`config.mk`:
```
export PLATFORM = sky130hd
export DESIGN_NAME = pio_irq_service_master
export DESIGN_NICKNAME = d
export VERILOG_FILES = /design/src/rtl/pio_irq_service_master_pkg.sv /design/src/rtl/pio_irq_service_master.sv
export SDC_FILE = /design/constraint.sdc
export NUM_CORES = 1
export LEC_CHECK = 0
export BUFFER_PORTS_ARGS = -buffer_cell sky130_fd_sc_hd__buf_2
export CAP_MARGIN = 20
export CORE_UTILIZATION = 43
export CTS_CLUSTER_DIAMETER = 100
export DETAILED_ROUTE_END_ITERATION = 12
export PLACE_DENSITY = 0.75
export SLEW_MARGIN = 20
export SYNTH_ARGS = -nofsm -noshare
export SYNTH_HDL_FRONTEND = slang
export SYNTH_SLANG_ARGS = --single-unit
```
`constraint.sdc`:
```
create_clock -name clk -period 2.2 [get_ports clk]
set_input_delay 0.44 -clock clk [delete_from_list [all_inputs] [get_ports clk]]
set_output_delay 0.44 -clock clk [all_outputs]
set_load 0.05 [all_outputs]
```
`src/rtl/pio_irq_service_master_pkg.sv`:
```
// Shared definitions for the PIO irq service master and its PIO slave bench.
//   - Register addresses of the 1-bit edge-capture PIO slave.
//   - FSM state encoding of the service master.
package pio_irq_service_master_pkg;

    localparam logic [2:0] PIO_ADDR_DATA   = 3'd0;
    localparam logic [2:0] PIO_ADDR_MASK   = 3'd2;
    localparam logic [2:0] PIO_ADDR_EDGE   = 3'd3;
    localparam logic [2:0] PIO_ADDR_OUTSET = 3'd4;
    localparam logic [2:0] PIO_ADDR_OUTCLR = 3'd5;

    typedef enum logic [3:0] {
        ST_ARM     = 4'd0,
        ST_IDLE    = 4'd1,
        ST_RD_EC   = 4'd2,
        ST_WT_EC   = 4'd3,
        ST_CLR_EC  = 4'd4,
        ST_SPUR    = 4'd5,
        ST_RD_DAT  = 4'd6,
        ST_WT_DAT  = 4'd7,
        ST_SET_ACK = 4'd8,
        ST_HOLD    = 4'd9,
        ST_CLR_ACK = 4'd10
    } svc_state_e;

endpackage

```
`src/rtl/pio_irq_service_master.sv`:
```
// Avalon-MM master servicing a 1-bit edge-capture PIO slave on its irq line.
// After reset it arms the slave irq mask; on every irq it reads and clears
// edgecapture, reads the input level, reports the event and handshakes back
// through out_port with a set write, ACK_HOLD cycles of hold, and a clear write.
//
// Ports:
//   clk, reset            system clock, synchronous active-high reset
//   irq                   slave irq (level)
//   readdata[31:0]        slave readdata, valid the cycle after a read command
//   address[2:0]          slave register address
//   chipselect, write_n   one-cycle bus command strobes
//   writedata[31:0]       slave write data
//   evt_valid, evt_level  one-cycle event pulse and the level read for it
//   evt_count, spur_count genuine / spurious irq counters (wrapping)
//   busy                  high whenever the FSM is not in IDLE
module pio_irq_service_master
    import pio_irq_service_master_pkg::*;
#(
    parameter int ACK_HOLD = 16,
    parameter int CNT_W    = 16
) (
    input  logic             clk,
    input  logic             reset,
    input  logic             irq,
    input  logic [31:0]      readdata,
    output logic [2:0]       address,
    output logic             chipselect,
    output logic             write_n,
    output logic [31:0]      writedata,
    output logic             evt_valid,
    output logic             evt_level,
    output logic [CNT_W-1:0] evt_count,
    output logic [CNT_W-1:0] spur_count,
    output logic             busy
);

    // Hold counter only ever holds ACK_HOLD-1 down to 0.
    localparam int HOLD_W = (ACK_HOLD > 1) ? $clog2(ACK_HOLD) : 1;
    localparam logic [HOLD_W-1:0] HOLD_LOAD = HOLD_W'(ACK_HOLD - 1);

    svc_state_e        state_q, state_d;
    logic [HOLD_W-1:0] hold_q, hold_d;
    logic              ec_q, ec_d;
    logic              evt_level_q, evt_level_d;
    logic              evt_valid_q, evt_valid_d;
    logic [CNT_W-1:0]  evt_count_q, evt_count_d;
    logic [CNT_W-1:0]  spur_count_q, spur_count_d;

    logic              cmd_cs;
    logic              cmd_wn;
    logic [2:0]        cmd_addr;
    logic [31:0]       cmd_wd;

    // Only bit 0 of the slave is meaningful.
    logic              rd_unused;
    assign rd_unused = ^readdata[31:1];

    always_comb begin
        state_d      = state_q;
        hold_d       = hold_q;
        ec_d         = ec_q;
        evt_level_d  = evt_level_q;
        evt_valid_d  = 1'b0;
        evt_count_d  = evt_count_q;
        spur_count_d = spur_count_q;
        cmd_cs       = 1'b0;
        cmd_wn       = 1'b1;
        cmd_addr     = PIO_ADDR_DATA;
        cmd_wd       = 32'd0;

        case (state_q)
            ST_ARM: begin
                cmd_cs   = 1'b1;
                cmd_wn   = 1'b0;
                cmd_addr = PIO_ADDR_MASK;
                cmd_wd   = 32'd1;
                state_d  = ST_IDLE;
            end
            ST_IDLE: begin
                if (irq) state_d = ST_RD_EC;
            end
            ST_RD_EC: begin
                cmd_cs   = 1'b1;
                cmd_addr = PIO_ADDR_EDGE;
                state_d  = ST_WT_EC;
            end
            ST_WT_EC: begin
                ec_d    = readdata[0];
                state_d = ST_CLR_EC;
            end
            ST_CLR_EC: begin
                // Any write clears edgecapture; an edge landing after this
                // write re-raises irq and is picked up from IDLE later.
                cmd_cs   = 1'b1;
                cmd_wn   = 1'b0;
                cmd_addr = PIO_ADDR_EDGE;
                state_d  = ec_q ? ST_RD_DAT : ST_SPUR;
            end
            ST_SPUR: begin
                spur_count_d = spur_count_q + 1'b1;
                state_d      = ST_IDLE;
            end
            ST_RD_DAT: begin
                cmd_cs   = 1'b1;
                cmd_addr = PIO_ADDR_DATA;
                state_d  = ST_WT_DAT;
            end
            ST_WT_DAT: begin
                evt_level_d = readdata[0];
                evt_valid_d = 1'b1;
                evt_count_d = evt_count_q + 1'b1;
                state_d     = ST_SET_ACK;
            end
            ST_SET_ACK: begin
                cmd_cs   = 1'b1;
                cmd_wn   = 1'b0;
                cmd_addr = PIO_ADDR_OUTSET;
                cmd_wd   = 32'd1;
                hold_d   = HOLD_LOAD;
                state_d  = ST_HOLD;
            end
            ST_HOLD: begin
                if (hold_q == '0) state_d = ST_CLR_ACK;
                else              hold_d  = hold_q - 1'b1;
            end
            ST_CLR_ACK: begin
                cmd_cs   = 1'b1;
                cmd_wn   = 1'b0;
                cmd_addr = PIO_ADDR_OUTCLR;
                cmd_wd   = 32'd1;
                state_d  = ST_IDLE;
            end
            default: state_d = ST_ARM;
        endcase
    end

    always_ff @(posedge clk) begin
        if (reset) begin
            state_q      <= ST_ARM;
            hold_q       <= '0;
            ec_q         <= 1'b0;
            evt_level_q  <= 1'b0;
            evt_valid_q  <= 1'b0;
            evt_count_q  <= '0;
            spur_count_q <= '0;
        end else begin
            state_q      <= state_d;
            hold_q       <= hold_d;
            ec_q         <= ec_d;
            evt_level_q  <= evt_level_d;
            evt_valid_q  <= evt_valid_d;
            evt_count_q  <= evt_count_d;
            spur_count_q <= spur_count_d;
        end
    end

    // The bus is held idle while reset is asserted so the ARM write is issued
    // exactly once, in the first cycle after reset is released.
    assign chipselect = cmd_cs & ~reset;
    assign write_n    = cmd_wn | reset;
    assign address    = reset ? 3'd0 : cmd_addr;
    assign writedata  = reset ? 32'd0 : cmd_wd;

    assign evt_valid  = evt_valid_q;
    assign evt_level  = evt_level_q;
    assign evt_count  = evt_count_q;
    assign spur_count = spur_count_q;
    assign busy       = reset | (state_q != ST_IDLE);

endmodule

```
# == Word level (Yosys, flattened, before mapping) ==
# Index checks and enable logic that the tools add are counted.
# totals
regBits,43
latch_bits,0
ram_bits,0
rom_bits,0
in_bits,35
out_inout_bits,72
word_cells,51
n_memories,0
# classes
addsub,3
mul,0
n_div,0
order_cmp,0
eq_ne,14
shifts,0
mux,13
n_bitwise,4
reduce_logical,10
# op_table
operator,count
4-bit case mux with 9 select lines,1
16-bit by 1-bit adder with 16-bit output (second input constant),2
32-bit 2-to-1 mux,1
4-bit by 3-bit equality test with 1-bit output (second input constant),4
4-bit equality test (second input constant),3
4-bit 2-to-1 mux,3
3-bit case mux with 4 select lines,1
4-bit by 2-bit equality test with 1-bit output (second input constant),2
4-bit zero test,2
4-bit case mux with 2 select lines,1
2-bit != test (second input constant),3
3-bit OR reduction,2
6-bit OR reduction,1
4-bit by 1-bit equality test with 1-bit output (second input constant),1
1-bit 2-to-1 mux,4
4-bit by 1-bit != test with 1-bit output (second input constant),1
2-bit AND reduction,2
4-bit OR reduction,1
4-bit by 1-bit subtractor with 4-bit output (second input constant),1
3-bit 2-to-1 mux,1
2-bit 2-to-1 mux,1
1-bit OR,2
2-bit nonzero test,1
2-bit OR reduction,1
2 further kinds,2

# == Depth between registers and ports, before layout ==
# Gate-level depths: netlist of run 1.
# depth
word_depth,4
ltp_mapped,6
depth_no_buf,6

# == Worst setup path after synthesis of run 1 ==
# No wires, ideal clock.
# synth_path
path_kind,register to output
start,register state_q[3]
end,output port writedata[0]
arrival_time_ps,3218
required_time_ps,1760
setup_slack_ps,-1458
stages_incl_launch_ff,4
n_path_buf,1
cell_sequence,dfxtp_1 clkbuf_1 inv_1 a2111oi_0
# synth_between
elab_chain_len,4
word_cells_on_any_way,6
classes_between,2 x eq/ne; 2 x mux; 2 x reduce/logical
# synth_rtl
element,line_no,rtl
"start, declared",pio_irq_service_master.sv:41,"svc_state_e state_q, state_d;"
"start signal, assigned",pio_irq_service_master.sv:147,state_q <= state_d;
4-bit equality test or 4-bit zero test (tied branches),pio_irq_service_master.sv:71,case (state_q)
3-bit OR reduction (no source line) (*),n/a,
1-bit 2-to-1 mux (*),pio_irq_service_master.sv:71,
32-bit 2-to-1 mux (*),pio_irq_service_master.sv:162,assign writedata = reset ? 32'd0 : cmd_wd;
"end, declared",pio_irq_service_master.sv:29,"output logic [31:0] writedata,"
# Every way passes the cells marked *; elsewhere a longest branch is shown, timed or not.

# == Worst setup path in the final report of run 1 ==
# Same ends and word-level chain as after synthesis.

==> qor.txt, run 1 <==
fraction of registers with async set/reset = 0%
antenna cell count = 0
clock slew at the register clock pins of the worst setup and hold paths = 70 ps
final hold vios = 0
slowest cell on the critical path = dfxtp_1
Hold Path End = evt_level$_SDFFE_PP0P_
Reg2Reg Depth = 4
TritonCTS Buffers = 5
Yosys reg bits = 43
wire length per cell = 10.79 um
final net count = 364
number of I/O port buffers = 44
Hold Buf Count CTS = 0
Setup Fix Bufs, Post-CTS = 0
critical-path maximum fanout = 13
Warnings, synthesis = 0
initial core utilization = 44.59%
fraction of layout cells with a size suffix above 1 = 22.02%
Comb pwr share = 14.9%
Core Region = 5107 um2
largest net degree at the start of global routing = 43
Distinct cells, synth = 40
register share of total power = 47.6%
Hold Path Stages = 3
Critical Path Source Type = register
switching part of the total = 28.19%
H-Tree Depth = 2
WL final = 4.284 mm
CTS Sinks = 43
DRC Markers = 0
die area = 5591 um2
Worst Skew = 7.467 ps
initial antenna violation count = 0
Max Freq = 484.4 MHz
synth top area cells = dfxtp_1, buf_4, nor2_1
Yosys top cell area share = 37.80%
GRT Overall Usage = 15.99%
CTS root buf = clkbuf_8
Setup crit end kind = primary output
Area after DPL = 2507 um2
Worst Tran Pin Value = 588.4 ps
FP Rows = 26
reg-to-reg critical path startpoint = spur_count[3]$_SDFFE_PP0N_
Int Pwr = 1191 uW
critical path class = register to primary output
DRT iter0 DRCs = 77
crit path time final = 2065 ps
vias in the first global route = 1575
first-pass GRT wire length = 6.920 mm
final instance area = 2628 um2
Seq/Total Area, Yosys = 37.80%
crit-path cells = buf_4 -> inv_1 -> a2111oi_2 -> buf_2
Max rail drop VDD = 0.3102 mV
Max-Cap Viols = 0
crit path from = state_q[3]$_SDFFE_PP0P_
Power Density = 631.3 nW/um2
Final Setup Violations = 0
Die Ht = 74.77 um
vias = 1962
CTS tree = yes
clk buf depth = 2
outcome = complete, no violations
Post-synth top flop = dfxtp_1
Hold WC Path Type = primary input to register
Layout fillers = 500
Synth-to-Final Area Change = 15.38%
most common cell in the netlist = dfxtp_1
critical hold path startpoint = readdata[0]
Sum Neg Setup Slack = 0 ps
Final Total Pwr = 1659 uW
I/O pin count = 107
Netlist Area Pre-Place = 2277 um2
Final Slew Violations = 0
DRT antenna net count = 0
Tcrit/Tclk final = 93.84%
Required @ worst endpoint = 1760 ps
LEAKAGE = 0.001079 uW
final core occ = 51.45%
post-synthesis cell count = 279
commonest cells in the netlist = dfxtp_1, buf_4, nor2_1, nand2_1, a21oi_1
area leader, netlist = dfxtp_1
Via density = 4.942
GPL Wtd Cong = 0.8158
sequential cell area = 860.8 um2
CP delay by family, top = buffers and inverters
Syn Area/Cell = 8.162 um2
power share of the clock group = 37.5%
Slew headroom = 60.41%
EDFF count, synth = 0
Detail Placement HPWL = 3.068 mm
RSZ-0062 raised after global routing = no
final global-route overflow total = 0
reg-to-reg endpoint = spur_count[15]$_SDFFE_PP0N_
Reg2Reg Setup Slack = 340 ps
clock latency on the worst-skew pair = 290 ps
CP max stage delay = 370 ps
Buf+Inv Stages, Crit Path = 3
Multi-input gate area = 1230 um2
Die X = 74.77 um
switching power = 467.6 uW
crit path DAT = 1620 ps
TritonRoute pass-1 iters = 4
worst min-delay path, delay by kind of cell:
kind | cells | cell delay (ps)
AOI/OAI and AO/OA | 1 | 50
and+or+nand+nor | 1 | 50
buffers and inverters | 1 | 110
layout make-up:
type | count | share of cell area, %
Clock inverter | 2 | 1.333
Inverter | 9 | 1.286
Clock buffer | 6 | 3.143
Tap cell | 70 | 3.333
Sequential cell | 43 | 32.76
Multi-Input combinational cell | 213 | 46.81
Timing Repair Buffer | 54 | 11.33
repair_timing:
action	in CTS	in global routing
gates resized for setup	0	1
endpoints found under the setup margin	0	1
hold endpoints to repair	0	0
metrics by stage:
stage | cells | worst slack, ps | hold WS (ps)
after global placement | 389 | 367.9 | 462.2
after CTS | 397 | 103.0 | 410.1
after floorplan | 309 | -411.8 | 459.7
after detailed placement | 389 | 341.0 | 469.3
after global routing | 397 | 7.322 | 422.1
final | 397 | 135.5 | 415.1
flip-flops by register name, indices dropped and copies added, names as in the netlist:
| name | flops |
|---|---|
| ec_q | 1 |
| evt_count | 16 |
| evt_level | 1 |
| evt_valid | 1 |
| hold_q | 4 |
| spur_count | 16 |
| state_q | 4 |
power groups by stage:
| stage | registers (uW) | logic (uW) | clock network (uW) |
|---|---|---|---|
| after floorplan | 808 | 257 | 0 |
| after global placement | 807 | 245 | 0 |
| after detailed placement | 808 | 246 | 0 |
| after CTS | 790 | 247 | 648 |
| after global routing | 791 | 264 | 679 |
| final | 789 | 247 | 622 |
kinds of logic (layout without fill, tap and decap cells):
| family | count (synthesis) | in the layout | share of synthesized area (%) |
|---|---|---|---|
| adder cells (fa/ha/maj) | 3 | 3 | 1.649 |
| XOR/XNOR | 18 | 18 | 6.923 |
| other | 1 | 31 | 0.1647 |
| buffers and inverters | 53 | 71 | 14.18 |
| flip-flops | 43 | 43 | 37.80 |
| AND/OR/NAND/NOR | 114 | 114 | 26.81 |
| AO/OA/AOI/OAI | 46 | 46 | 12.03 |
| multiplexers | 1 | 1 | 0.4396 |
cells in the final DEF (no fill, tap or decap), types with 7 or more instances in the layout:
cell,count
nand4_1,8
a21oi_1,20
nand3_1,9
buf_2,43
o21ai_0,12
inv_1,9
nor2_1,29
or3_1,7
xnor2_1,8
dfxtp_1,43
buf_4,10
conb_1,31
nor3_1,8
xor2_1,10
nand2_1,22
worst max path at each step:
stage | endpoint | depth (start not counted) | slack (ps)
floorplan | write_n | 4 | -410
global route | address[0] | 6 | 7
detailed placement | evt_count[13]$_SDFFE_PP0P_ | 4 | 340
finish | writedata[0] | 4 | 140
global placement | evt_count[13]$_SDFFE_PP0P_ | 4 | 370
CTS | writedata[0] | 4 | 100
layer usage:
layer	track usage [%]	wire, um	vias up
met5	0	0	-
met4	5.031	51	0
met3	4.284	228	7
met2	26.33	2021	63
met1	20.43	1983	883
li1	-	-	1009
No activity file was read; power rests on OpenSTA's default activity.
==> inputs of run 2 (changes only) <==
- clock period: 2.2 -> 2.47 ns (I/O delays scaled with it)
==> run 2 against run 1 <==
Cell count unchanged. Die area stayed put. Clock power decreased by 13%. Sequential share of layout area increased by 0.094 points. Total power decreased by 12%. Core utilization down 0.15 points. Combinational power fell by 13%. Critical endpoint is now busy. Largest power group unchanged.
==> qor.txt, run 2 (same netlist as run 1, synthesis figures left out) <==
number of I/O port buffers = 44
Final Total Pwr = 1459 uW
Area after DPL = 2507 um2
DRC Markers = 0
Detail Placement HPWL = 3.229 mm
final hold vios = 0
sequential cell area = 860.8 um2
final net count = 364
DRT antenna net count = 0
Max rail drop VDD = 0.2688 mV
Setup Fix Bufs, Post-CTS = 0
Power Density = 557.0 nW/um2
switching part of the total = 29.29%
Multi-input gate area = 1230 um2
Hold Path Stages = 3
final instance area = 2620 um2
die area = 5591 um2
TritonCTS Buffers = 5
crit path from = state_q[2]$_SDFFE_PP0P_
outcome = complete, no violations
reg-to-reg endpoint = evt_count[13]$_SDFFE_PP0P_
first-pass GRT wire length = 7.148 mm
hold slack = 463.3 ps
GPL Wtd Cong = 0.7869
TritonRoute pass-1 iters = 4
Reg2Reg Setup Slack = 480 ps
LEAKAGE = 0.001076 uW
cts repair resizes = 0
Reg2Reg Depth = 4
switching power = 427.5 uW
Hold Path End = evt_level$_SDFFE_PP0P_
Via density = 4.967
commonest cells after routing, fill and taps aside = buf_2, dfxtp_1, conb_1
final global-route overflow total = 0
Required @ worst endpoint = 1980 ps
Worst Skew = 8.815 ps
clock slew at the register clock pins of the worst setup and hold paths = 80 ps
vias = 1972
DRT iter0 DRCs = 44
CTS Sinks = 43
Die X = 74.77 um
CTS root buf = clkbuf_8
critical hold path startpoint = readdata[0]
critical-path maximum fanout = 8
Die Ht = 74.77 um
GRT Overall Usage = 16.33%
commonest non-fill, non-tap cell in the layout = buf_2
clock latency on the worst-skew pair = 290 ps
fraction of layout cells with a size suffix above 1 = 22.02%
Layout fillers = 513
Int Pwr = 1032 uW
Hold WC Path Type = primary input to register
FP Rows = 26
I/O pin count = 107
WL final = 4.389 mm
Max-Cap Viols = 0
wire length per cell = 11.06 um
H-Tree Depth = 2
register share of total power = 48.4%
Max Freq = 466.1 MHz
crit path time final = 2145 ps
initial antenna violation count = 0
CTS tree = yes
initial core utilization = 44.59%
Critical Path Source Type = register
Hold Buf Count CTS = 0
crit path DAT = 1650 ps
Core Region = 5107 um2
power share of the clock group = 36.9%
largest net degree at the start of global routing = 31
Comb pwr share = 14.7%
RSZ-0062 raised after global routing = no
critical path class = register to primary output
clk buf depth = 2
vias in the first global route = 1624
Sum Neg Setup Slack = 0 ps
reg-to-reg critical path startpoint = state_q[2]$_SDFFE_PP0P_
antenna cell count = 0
Slew headroom = 58.73%
Worst Tran Pin Value = 613.4 ps
Setup crit end kind = primary output
Final Setup Violations = 0
Final Slew Violations = 0
Tcrit/Tclk final = 86.86%
Synth-to-Final Area Change = 15.05%
==> run 2: how the worst max path moves through the flow <==
stage	cells after the start	slack, ps	endpoint
finish	4	320	busy
global route	4	220	busy
CTS	4	330	busy
detailed placement	4	500	evt_count[13]$_SDFFE_PP0P_
global placement	4	560	evt_count[13]$_SDFFE_PP0P_
floorplan	4	-200	write_n
==> run 2: area by class of cell <==
type / instances / share of cell area [%]
Timing Repair Buffer: 54 / 11.27
Clock buffer: 5 / 2.627
Clock inverter: 3 / 1.671
Sequential cell: 43 / 32.86
Inverter: 9 / 1.289
Tap cell: 70 / 3.343
Multi-Input combinational cell: 213 / 46.94
==> run 2: per-layer routing <==
metal  share of wire, %  vias to the layer above  routed length (um)  track usage (%)
li1                   -                     1003                   -                -
met1                 49                      913                2137            21.40
met2                 47                       50                2042            27.43
met3                4.0                        6                 174            4.016
met4               0.80                        0                  35            3.145
met5                  0                        -                   0                0
==> run 2: power groups by stage <==
stage / logic, uW / registers [uW] / clock network (uW)
6_report: 214 / 706 / 539
3_3_place_gp: 213 / 722 / 0
4_1_cts: 214 / 706 / 560
2_1_floorplan: 229 / 720 / 0
3_5_place_dp: 213 / 723 / 0
5_1_grt: 227 / 708 / 594
==> run 2: worst max-delay path, stage by stage, from the launching register on <==
cell     delay [ps]
dfxtp_1         420
buf_4           210
nor3b_1         400
nand2_1         100
buf_2           230
==> run 2: stage by stage <==
stage | setup slack [ps] | cells | util [%]
floorplan | -195.8 | 309 | -
global placement | 556.7 | 389 | 49.09
detailed placement | 503.4 | 389 | 49.09
CTS | 332.1 | 397 | 51.30
global route | 215.2 | 397 | 51.30
finish | 324.7 | 397 | 51.30
==> inputs of run 3 (changes only) <==
- CORE_UTILIZATION: 43 -> 50
- PLACE_DENSITY: 0.75 -> 0.85
- RECOVER_POWER: unset -> 50
==> run 3 against run 2 <==
The run now ends with max-capacitance violations, max-slew violations left. Core utilization increased by 6.6 points. Sequential power about the same. First-iteration DRC count increased by 130%. Die area decreased by 14%. Critical path depth unchanged. Worst setup slack got worse by 63 ps. Total power decreased by 7.2%. Highest routed layer unchanged. Critical path type unchanged. Clock power decreased by 19%. Largest power group unchanged. Cell count decreased by 5.0%. Clock skew decreased by 2.3 ps.
==> qor.txt, run 3 (same netlist as run 1, synthesis figures left out) <==
wire length per cell = 11.80 um
vias in the first global route = 1726
final net count = 362
LEAKAGE = 0.0009349 uW
Max Freq = 452.8 MHz
final instance area = 2520 um2
Final Slew Violations = 43
DRC Markers = 0
fraction of layout cells with a size suffix above 1 = 13.23%
Area after DPL = 2470 um2
final hold vios = 0
Setup WS post-layout = 261.4 ps
GPL Wtd Cong = 0.7840
Die Ht = 69.49 um
pre-CTS setup slack = 596.7 ps
CTS Sinks = 43
routed length on met3 = 195 um
Die X = 69.49 um
Tcrit/Tclk final = 89.42%
I/O pin count = 107
Layout fillers = 431
WL met1 = 2.040 mm
DRT iter0 DRCs = 101
cts repair resizes = 0
failing checks = max-capacitance violations, max-slew violations
hold slack = 452.7 ps
final cell count without fillers = 377
number of I/O port buffers = 44
WL final = 4.448 mm
crit path DAT = 1710 ps
Critical Path Source Type = register
FP Rows = 24
Hold WC Path Type = primary input to register
H-Tree Depth = 2
Final Total Pwr = 1354 uW
antenna cell count = 0
Via density = 5.183
dpl cells = 369
Setup Fix Bufs, Post-CTS = 0
Power Density = 537.3 nW/um2
clock latency on the worst-skew pair = 290 ps
GRT Overall Usage = 19.44%
Max-Cap Viols = 1
clk buf depth = 2
final global-route overflow total = 0
initial core utilization = 52.30%
Detail Placement HPWL = 3.106 mm
Worst Skew = 6.466 ps
crit path time final = 2209 ps
Synth-to-Final Area Change = 10.66%
largest net degree at the start of global routing = 43
vias = 1954
TritonCTS Buffers = 5
Final Setup Violations = 0
Hold Buf Count CTS = 0
initial antenna violation count = 0
die area = 4828 um2
first-pass GRT wire length = 7.617 mm
Slew headroom = -18.32%
commonest non-fill, non-tap cell in the layout = dfxtp_1
metal2 WL = 2.187 mm
RSZ-0062 raised after global routing = no
outcome = finished with violations
CTS root buf = clkbuf_8
DRT antenna net count = 0
Required @ worst endpoint = 1980 ps
Setup crit end kind = primary output
Worst Tran Pin Value = 1775 ps
Max rail drop VDD = 0.3506 mV
TritonRoute pass-1 iters = 4
critical-path maximum fanout = 16
critical path class = register to primary output
highest routed layer = met4
Core Region = 4354 um2
CTS tree = yes
Reg2Reg Setup Slack = 560 ps
clock slew at the register clock pins of the worst setup and hold paths = 80 ps
commonest cells after routing, fill and taps aside = dfxtp_1, conb_1, nor2_1
run 3: metal layers:
layer / up-vias / GRT usage [%]
li1: 1006 / -
met1: 893 / 23.21
met2: 53 / 33.55
met3: 2 / 5.233
met4: 0 / 6.576
met5: - / 0
run 3: path summary, 6_finish.rpt:
| path | start | depth (start not counted) | to |
|---|---|---|---|
| worst max register to register | state_q[3]$_SDFFE_PP0P_ | 4 | evt_count[13]$_SDFFE_PP0P_ |
| worst min register to register | evt_level$_SDFFE_PP0P_ | 2 | evt_level$_SDFFE_PP0P_ |
| worst max-delay path | state_q[0]$_SDFFE_PP0P_ | 4 | busy |
| worst min-delay path | readdata[0] | 3 | evt_level$_SDFFE_PP0P_ |
run 3: power breakdown:
| part | total (uW) | leakage (uW) | switching, uW | internal, uW |
|---|---|---|---|---|
| Sequential | 704 | 0.000347 | 6.21 | 698 |
| Combinational | 215 | 0.000547 | 183 | 32.1 |
| Clock | 435 | 0.0000412 | 237 | 198 |
| Total | 1350 | 0.000935 | 426 | 928 |
run 3: critical path: stages, from the launching register on:
cell and delay [ps]:
dfxtp_1 390, buf_4 250, nor3b_1 470, nand2_1 90
buf_2 230
run 3: cell type report:
cell class,instances,area (um2),area share (%)
multi-input combinational,213,1230,48.81
inverter,9,33.78,1.341
sequential,43,860.8,34.16
tap,52,65.06,2.582
clock buffer,6,72.57,2.880
timing repair buffer,52,245.2,9.732
clock inverter,2,12.51,0.4965
run 3: per-stage QoR:
step	setup TNS (ps)	util, %
CTS	0	58.68
global route	0	57.87
detailed placement	0	56.72
finish	0	57.87
floorplan	-353.0	-
global placement	0	56.72
